### config.mk
export PLATFORM = sky130hd
export DESIGN_NAME = picorv32_regs_ctrl
export DESIGN_NICKNAME = d
export VERILOG_FILES = /design/src/rtl/picorv32_pkg.sv /design/src/rtl/picorv32_regs_ctrl.sv
export SDC_FILE = /design/constraint.sdc
export NUM_CORES = 1
export LEC_CHECK = 0
export BUFFER_PORTS_ARGS = -buffer_cell sky130_fd_sc_hd__clkbuf_2
export CORE_AREA = 2 2 120 122
export DETAILED_ROUTE_END_ITERATION = 12
export DIE_AREA = 0 0 122 124
export SKIP_CTS_REPAIR_TIMING = 1
export SLEW_MARGIN = 20
export SYNTH_ARGS = -nofsm -noshare
export SYNTH_HDL_FRONTEND = slang
export SYNTH_SLANG_ARGS = --single-unit
### constraint.sdc
create_clock -name clk -period 4.9 [get_ports clk]
set_input_delay 1.47 -clock clk [delete_from_list [all_inputs] [get_ports clk]]
set_output_delay 1.47 -clock clk [all_outputs]
set_load 0.05 [all_outputs]
### src/rtl/picorv32_pkg.sv
// Shared definitions for the PicoRV32 register-file port: widths and FSM state encoding.
package picorv32_pkg;

  localparam int RF_AW = 6;
  localparam int RF_DW = 32;

  localparam logic [1:0] ST_CLEAR   = 2'd0;
  localparam logic [1:0] ST_RUN     = 2'd1;
  localparam logic [1:0] ST_DBG_RD  = 2'd2;
  localparam logic [1:0] ST_DBG_ACK = 2'd3;

endpackage

### src/rtl/picorv32_regs_ctrl.sv
// Regfile initiator: clears every entry after reset, then muxes CPU and halted-debug accesses.
//  state      | meaning
//  CLEAR      | sweep writes INIT_VALUE to entries 0..NUM_REGS-1
//  RUN        | CPU pass-through; debug accepted while cpu_halted
//  DBG_RD     | read port 1 steered to the latched debug address
//  DBG_ACK    | one-cycle dbg_ack; new requests not sampled
module picorv32_regs_ctrl
  import picorv32_pkg::*;
#(
  parameter int               NUM_REGS   = 64,
  parameter logic [RF_DW-1:0] INIT_VALUE = '0
) (
  input  logic             clk,
  input  logic             rst_n,
  input  logic             cpu_wen,
  input  logic [RF_AW-1:0] cpu_waddr,
  input  logic [RF_DW-1:0] cpu_wdata,
  input  logic [RF_AW-1:0] cpu_raddr1,
  input  logic [RF_AW-1:0] cpu_raddr2,
  output logic [RF_DW-1:0] cpu_rdata1,
  output logic [RF_DW-1:0] cpu_rdata2,
  input  logic             cpu_halted,
  output logic             rf_ready,
  output logic             rf_wen,
  output logic [RF_AW-1:0] rf_waddr,
  output logic [RF_DW-1:0] rf_wdata,
  output logic [RF_AW-1:0] rf_raddr1,
  output logic [RF_AW-1:0] rf_raddr2,
  input  logic [RF_DW-1:0] rf_rdata1,
  input  logic [RF_DW-1:0] rf_rdata2,
  input  logic             dbg_req,
  input  logic             dbg_we,
  input  logic [RF_AW-1:0] dbg_addr,
  input  logic [RF_DW-1:0] dbg_wdata,
  output logic             dbg_ack,
  output logic [RF_DW-1:0] dbg_rdata
);

  localparam logic [RF_AW-1:0] LAST = RF_AW'(NUM_REGS - 1);

  logic [1:0]       state, state_nxt;
  logic [RF_AW-1:0] cnt;
  logic [RF_AW-1:0] dbg_addr_q;
  logic             dbg_go;

  assign dbg_go     = (state == ST_RUN) && dbg_req && cpu_halted;
  assign dbg_ack    = (state == ST_DBG_ACK);
  assign cpu_rdata1 = rf_rdata1;
  assign cpu_rdata2 = rf_rdata2;
  assign rf_raddr2  = cpu_raddr2;

  always_ff @(posedge clk or negedge rst_n) begin
    if (!rst_n) begin
      state      <= ST_CLEAR;
      cnt        <= '0;
      rf_ready   <= 1'b0;
      dbg_rdata  <= '0;
      dbg_addr_q <= '0;
    end else begin
      state <= state_nxt;
      if (state == ST_CLEAR) begin
        cnt <= cnt + RF_AW'(1);
        if (cnt == LAST) rf_ready <= 1'b1;
      end
      if (dbg_go && !dbg_we) dbg_addr_q <= dbg_addr;
      if (state == ST_DBG_RD) dbg_rdata <= rf_rdata1;
    end
  end

  always_comb begin
    state_nxt = state;
    case (state)
      ST_CLEAR:   if (cnt == LAST) state_nxt = ST_RUN;
      ST_RUN:     if (dbg_go) state_nxt = dbg_we ? ST_DBG_ACK : ST_DBG_RD;
      ST_DBG_RD:  state_nxt = ST_DBG_ACK;
      ST_DBG_ACK: state_nxt = ST_RUN;
      default:    state_nxt = ST_CLEAR;
    endcase
  end

  // A debug write replaces the CPU write of that cycle; rst_n gates the sweep strobe directly.
  always_comb begin
    rf_wen    = cpu_wen;
    rf_waddr  = cpu_waddr;
    rf_wdata  = cpu_wdata;
    rf_raddr1 = cpu_raddr1;
    case (state)
      ST_CLEAR: begin
        rf_wen   = rst_n;
        rf_waddr = cnt;
        rf_wdata = INIT_VALUE;
      end
      ST_RUN: begin
        if (dbg_go && dbg_we) begin
          rf_wen   = 1'b1;
          rf_waddr = dbg_addr;
          rf_wdata = dbg_wdata;
        end
      end
      ST_DBG_RD: rf_raddr1 = dbg_addr_q;
      default: ;
    endcase
  end

endmodule

==> Word-level counts from Yosys, hierarchy flattened <==
Cells that the tools add are included.
{ "word_totals": {"inputBits": 158, "ff_bits": 47, "word_cells": 31} }
{ "classes": {"n_reduce_logical": 8, "add_sub_neg": 1, "eq_ne": 6, "mux": 11} }
{ "ops": {"columns": ["op", "n"], "rows": [
  ["one-hot mux 32 bit (2 select lines)", 1],
  ["2-to-1 mux 32 bit", 1],
  ["2-to-1 mux 6 bit", 2],
  ["one-hot mux 6 bit (2 select lines)", 1],
  ["one-hot mux 2 bit (4 select lines)", 1],
  ["adder 6 x 1 -> 6 bit, second input constant", 1],
  ["equality test 6 bit, second input constant", 1],
  ["equality test 2 bit, second input constant", 2],
  ["logical AND 1 bit", 4],
  ["2-to-1 mux 2 bit", 2],
  ["AND reduction 2 bit", 2],
  ["equality test 2 x 1 -> 1 bit, second input constant", 1],
  ["zero test 2 bit", 1],
  ["2-to-1 mux 1 bit", 2],
  ["!= test 2 x 1 -> 1 bit, second input constant", 1],
  ["!= test 2 bit, second input constant", 1],
  ["one-hot mux 1 bit (2 select lines)", 1],
  ["zero test 1 bit", 1]
]} }

==> Longest topological paths before layout <==
{ "logic_depth": {"depth_word": 6, "depth_mapped": 7, "mapped_depth_nobuf": 5} }

==> Least setup slack after synthesis <==
No wires, ideal clock.
{ "synth_path": {"path_type": "input-to-output", "from": "input port cpu_halted", "to": "output port rf_waddr[1]", "cell_stages": 5, "t_arrival_ps": 3140, "slack_ps": 290, "path_cell_list": "and4_2 > buf_4 > buf_6 > mux2i_1 > o21ai_0"} }
{ "synth_via": {"elab_chain_cells": 4} }
{ "synth_rtl": {"columns": ["element", "line", "text"], "rows": [
  ["start: declaration", "picorv32_regs_ctrl.sv:22", "input logic cpu_halted,"],
  ["logical AND 1 bit", "picorv32_regs_ctrl.sv:46", "assign dbg_go = (state == ST_RUN) && dbg_req && cpu_halted;"],
  ["logical AND 1 bit", "picorv32_regs_ctrl.sv:94", "if (dbg_go && dbg_we) begin"],
  ["2-to-1 mux 6 bit", "picorv32_regs_ctrl.sv:94", null],
  ["one-hot mux 6 bit (2 select lines)", "picorv32_regs_ctrl.sv:87", "case (state)"],
  ["end: declaration", "picorv32_regs_ctrl.sv:25", "output logic [RF_AW-1:0] rf_waddr,"]
]} }
Every way passes these cells.

==> Worst setup path in the final report <==
{ "layout_path": {"from": "input port dbg_req", "to": "output port rf_waddr[1]"} }
{ "layout_via": {"elab_chain_cells": 5} }
{ "layout_rtl": {"columns": ["element", "line", "text"], "rows": [
  ["start: declaration", "picorv32_regs_ctrl.sv:31", "input logic dbg_req,"],
  ["logical AND 1 bit (2 in series)", "picorv32_regs_ctrl.sv:46", null],
  ["logical AND 1 bit", "picorv32_regs_ctrl.sv:94", null],
  ["2-to-1 mux 6 bit", "picorv32_regs_ctrl.sv:94", null],
  ["one-hot mux 6 bit (2 select lines)", "picorv32_regs_ctrl.sv:87", null]
]} }
Every way passes these cells.

==> impl_results.md <==
- Max-Cap Viols: 0
- Vias: 2,474
- Worst Path Buf+Inv: 3
- Hold WC Path Type: flop to flop
- FF+latch count, synth: 47
- Count leader, synth: buf_4
- Arrival time worst endpoint: 2800 ps
- Final antenna diode count: 0
- Final Skew: 6.37 ps
- CP max-delay cell: buf_4
- Sink Count: 47
- Drt total wl: 9240 µm
- Die Ht: 124 µm
- Starting Density: 21.8%
- Synth top area cells: dfrtp_1 (39%), buf_4 (19%), mux2_2 (15%), a22o_1 (10%), mux2_4 (3.0%)
- Total gr overflow: 0
- Vias per inst: 4.15
- Root Driver: clkbuf_16
- Synth unique cells: 30
- Die width: 122 µm
- Synth Area per Inst: 11.5 µm²
- CP Cell Sequence: clkbuf_2 -> and4_2 -> buf_4 -> mux2i_1 -> o21ai_0 -> clkbuf_2
- Total GRT Usage: 10.8%
- Min Hold Slack: 500 ps
- # nets final: 578
- Minimum clock period: 4270 ps
- Most used cell along the critical path: clkbuf_2
- Endpoints failing setup: 0
- Top FF cell, synth: dfrtp_1
- CP Capture Type: output port
- Worst-skew pair later-pin latency: 280 ps
- CTS tree: done
- Worst Max-Slew Pin Slew: 787 ps
- Largest net degree at the start of global routing: 48
- Period utilisation layout: 87.2%
- Asr flop ratio synth: 100%
- Min-delay src: rf_ready
- Share of cells above drive strength 1: 70.0%
- R2R depth: 5
- Slew HR: 47.5%
- Routed wire length per instance: 15.5 µm
- Max Root-Sink Buffers: 2
- Power Total: 2.98 mW
- RePlAce Congestion: 0.695
- I/O Buffers: 230
- Reg2Reg Capture Point: dbg_addr_q[0]
- Worst r2r src: state[1]
- Max-slew violation count: 0
- Top-area cell type share of the netlist area: 39.4%
- Largest fanout on the critical path: 39
- CTS clk-pin slew, worst paths: 70 ps
- Hpwl dp: 7820 µm
- Final Hold Viols: 0
- R2r setup slk: 2930 ps
- EDFF count, synth: 0
- Placed Area: 3780 µm²
- Full die area: 15,100 µm²
- First-pass GRT wire length: 12,300 µm
- VDD IR-drop max: 0.314 mV
- Slowest cell delay on critical path: 380 ps
- CTS buffer count: 5
- Hold-critical path endpoint: rf_ready
- Initial antenna violation count: 0
- Synthesis-to-finish area growth: 31.3%
- Post-synthesis simple-gate area fraction: 2.22%
- Finished Cell Area: 3920 µm²
- Core region area: 13,700 µm²
- Kind of critical path: primary input to output port
- Max H-tree Level: 2
- Mux contribution to synthesized area: 19.4%
- DR iter-0 viols: 78
- Unrepaired setup endpoints after global routing: false
- TNS Setup: 0 ps
- CP Launch Type: primary input
- Worst EP required: 3430 ps
- Largest family of logic cells by synthesized area: buffers and inverters
- Post-route ant nets: 0
- Post-synthesis sequential area ratio: 39.4%
- Num rows: 43
- Area of the mapped netlist: 2990 µm²
- Most frequent cells after synthesis: buf_4 (74), dfrtp_1 (47), mux2_2 (39)
- Outcome: finished, final reports clean
- Top Ports: 307
- PwrDens: 761 nW/µm²
- Synth Area in Compound Gates: 14.2%
- Vias in the first global route: 2,241
- Hold path depth: 1
- Mapped Nets: 422
- XOR/XNOR share of the synthesized area: 1.47%
- Critical path's top delay family: buffers and inverters
- Syn. warnings: 0
- Pleak: 2.15 nW
- Synth Instances: 259
- Drt drc: 0
- DR pass1 iterations: 4
- Fmax: 234 MHz
- Post-Synth Adder-Cell Area: 2.10%
- Post-synth top area cell: dfrtp_1
-- worst register-to-register path: stages, from the launching register on --
cell	delay, ps
dfrtp_1	400
inv_1	110
ha_1	270
inv_2	110
or3_1	580
mux2_4	380
-- report_power, final --
group	switching [mW]	internal, mW	total [mW]
combinational	1.38	0.555	1.94
clock	0.150	0.189	0.340
sequential	0.127	0.581	0.708
-- cells by family after synthesis --
kind of cell | count (synthesis)
flip-flops | 47
AO/OA/AOI/OAI | 50
adder cells (fa/ha/maj) | 5
buffers and inverters | 89
multiplexers | 50
XOR/XNOR | 5
AND/OR/NAND/NOR | 13
-- layer usage --
metal | GRT usage (%) | up-vias | part of all wire (%)
met2 | 15.4 | 111 | 48
li1 | - | 1177 | -
met5 | 0 | - | 0
met4 | 3.59 | 0 | 1.2
met1 | 15.3 | 1176 | 44
met3 | 3.48 | 10 | 7.1
-- cell usage in the layout (no fill, tap or decap), types with 2 or more instances in the layout --
cell type / instances
a21o_1: 3
a22o_1: 35
a22oi_1: 3
buf_4: 4
clkbuf_16: 5
clkbuf_2: 230
clkinv_2: 2
dfrtp_1: 47
ha_1: 4
inv_1: 3
mux2_2: 39
mux2_4: 6
mux2i_1: 5
nand2_1: 5
nand4_1: 3
nor2_1: 2
o21ai_0: 3
xnor2_1: 3
xor2_1: 2
-- cell type report --
cell class              instances  area (µm²)
inverters                       4        15.0
well taps                     180         225
repair buffers                234        1180
clock inverters                 3        18.8
clock buffers                   5         125
flip-flops and latches         47        1180
multi-input cells             123        1180
fillers                      1463        9800
-- flip-flops by register name, summed over array words and instances (netlist names) --
register / cells
dbg_addr_q: 6
rf_ready: 1
cnt: 6
dbg_rdata: 32
state: 2
-- worst max path at each step --
stage | start | end | depth (start not counted)
2_1_floorplan | cpu_halted | rf_waddr[1] | 5
6_report | dbg_req | rf_waddr[1] | 6
3_5_place_dp | cpu_halted | rf_wdata[4] | 6
3_3_place_gp | cpu_halted | rf_wdata[4] | 6
5_1_grt | dbg_we | rf_waddr[1] | 6
4_1_cts | cpu_halted | rf_wdata[4] | 6
-- through the flow --
| step | instances | utilization, % | worst slack (ps) |
|---|---|---|---|
| after detailed placement | 588 | 27.5 | 626 |
| after global routing | 596 | 28.6 | 526 |
| after global placement | 588 | 27.5 | 626 |
| after CTS | 596 | 28.6 | 618 |
| final | 596 | 28.6 | 629 |
| after floorplan | 259 | - | 290 |
Power figures use the tool's default switching activity.
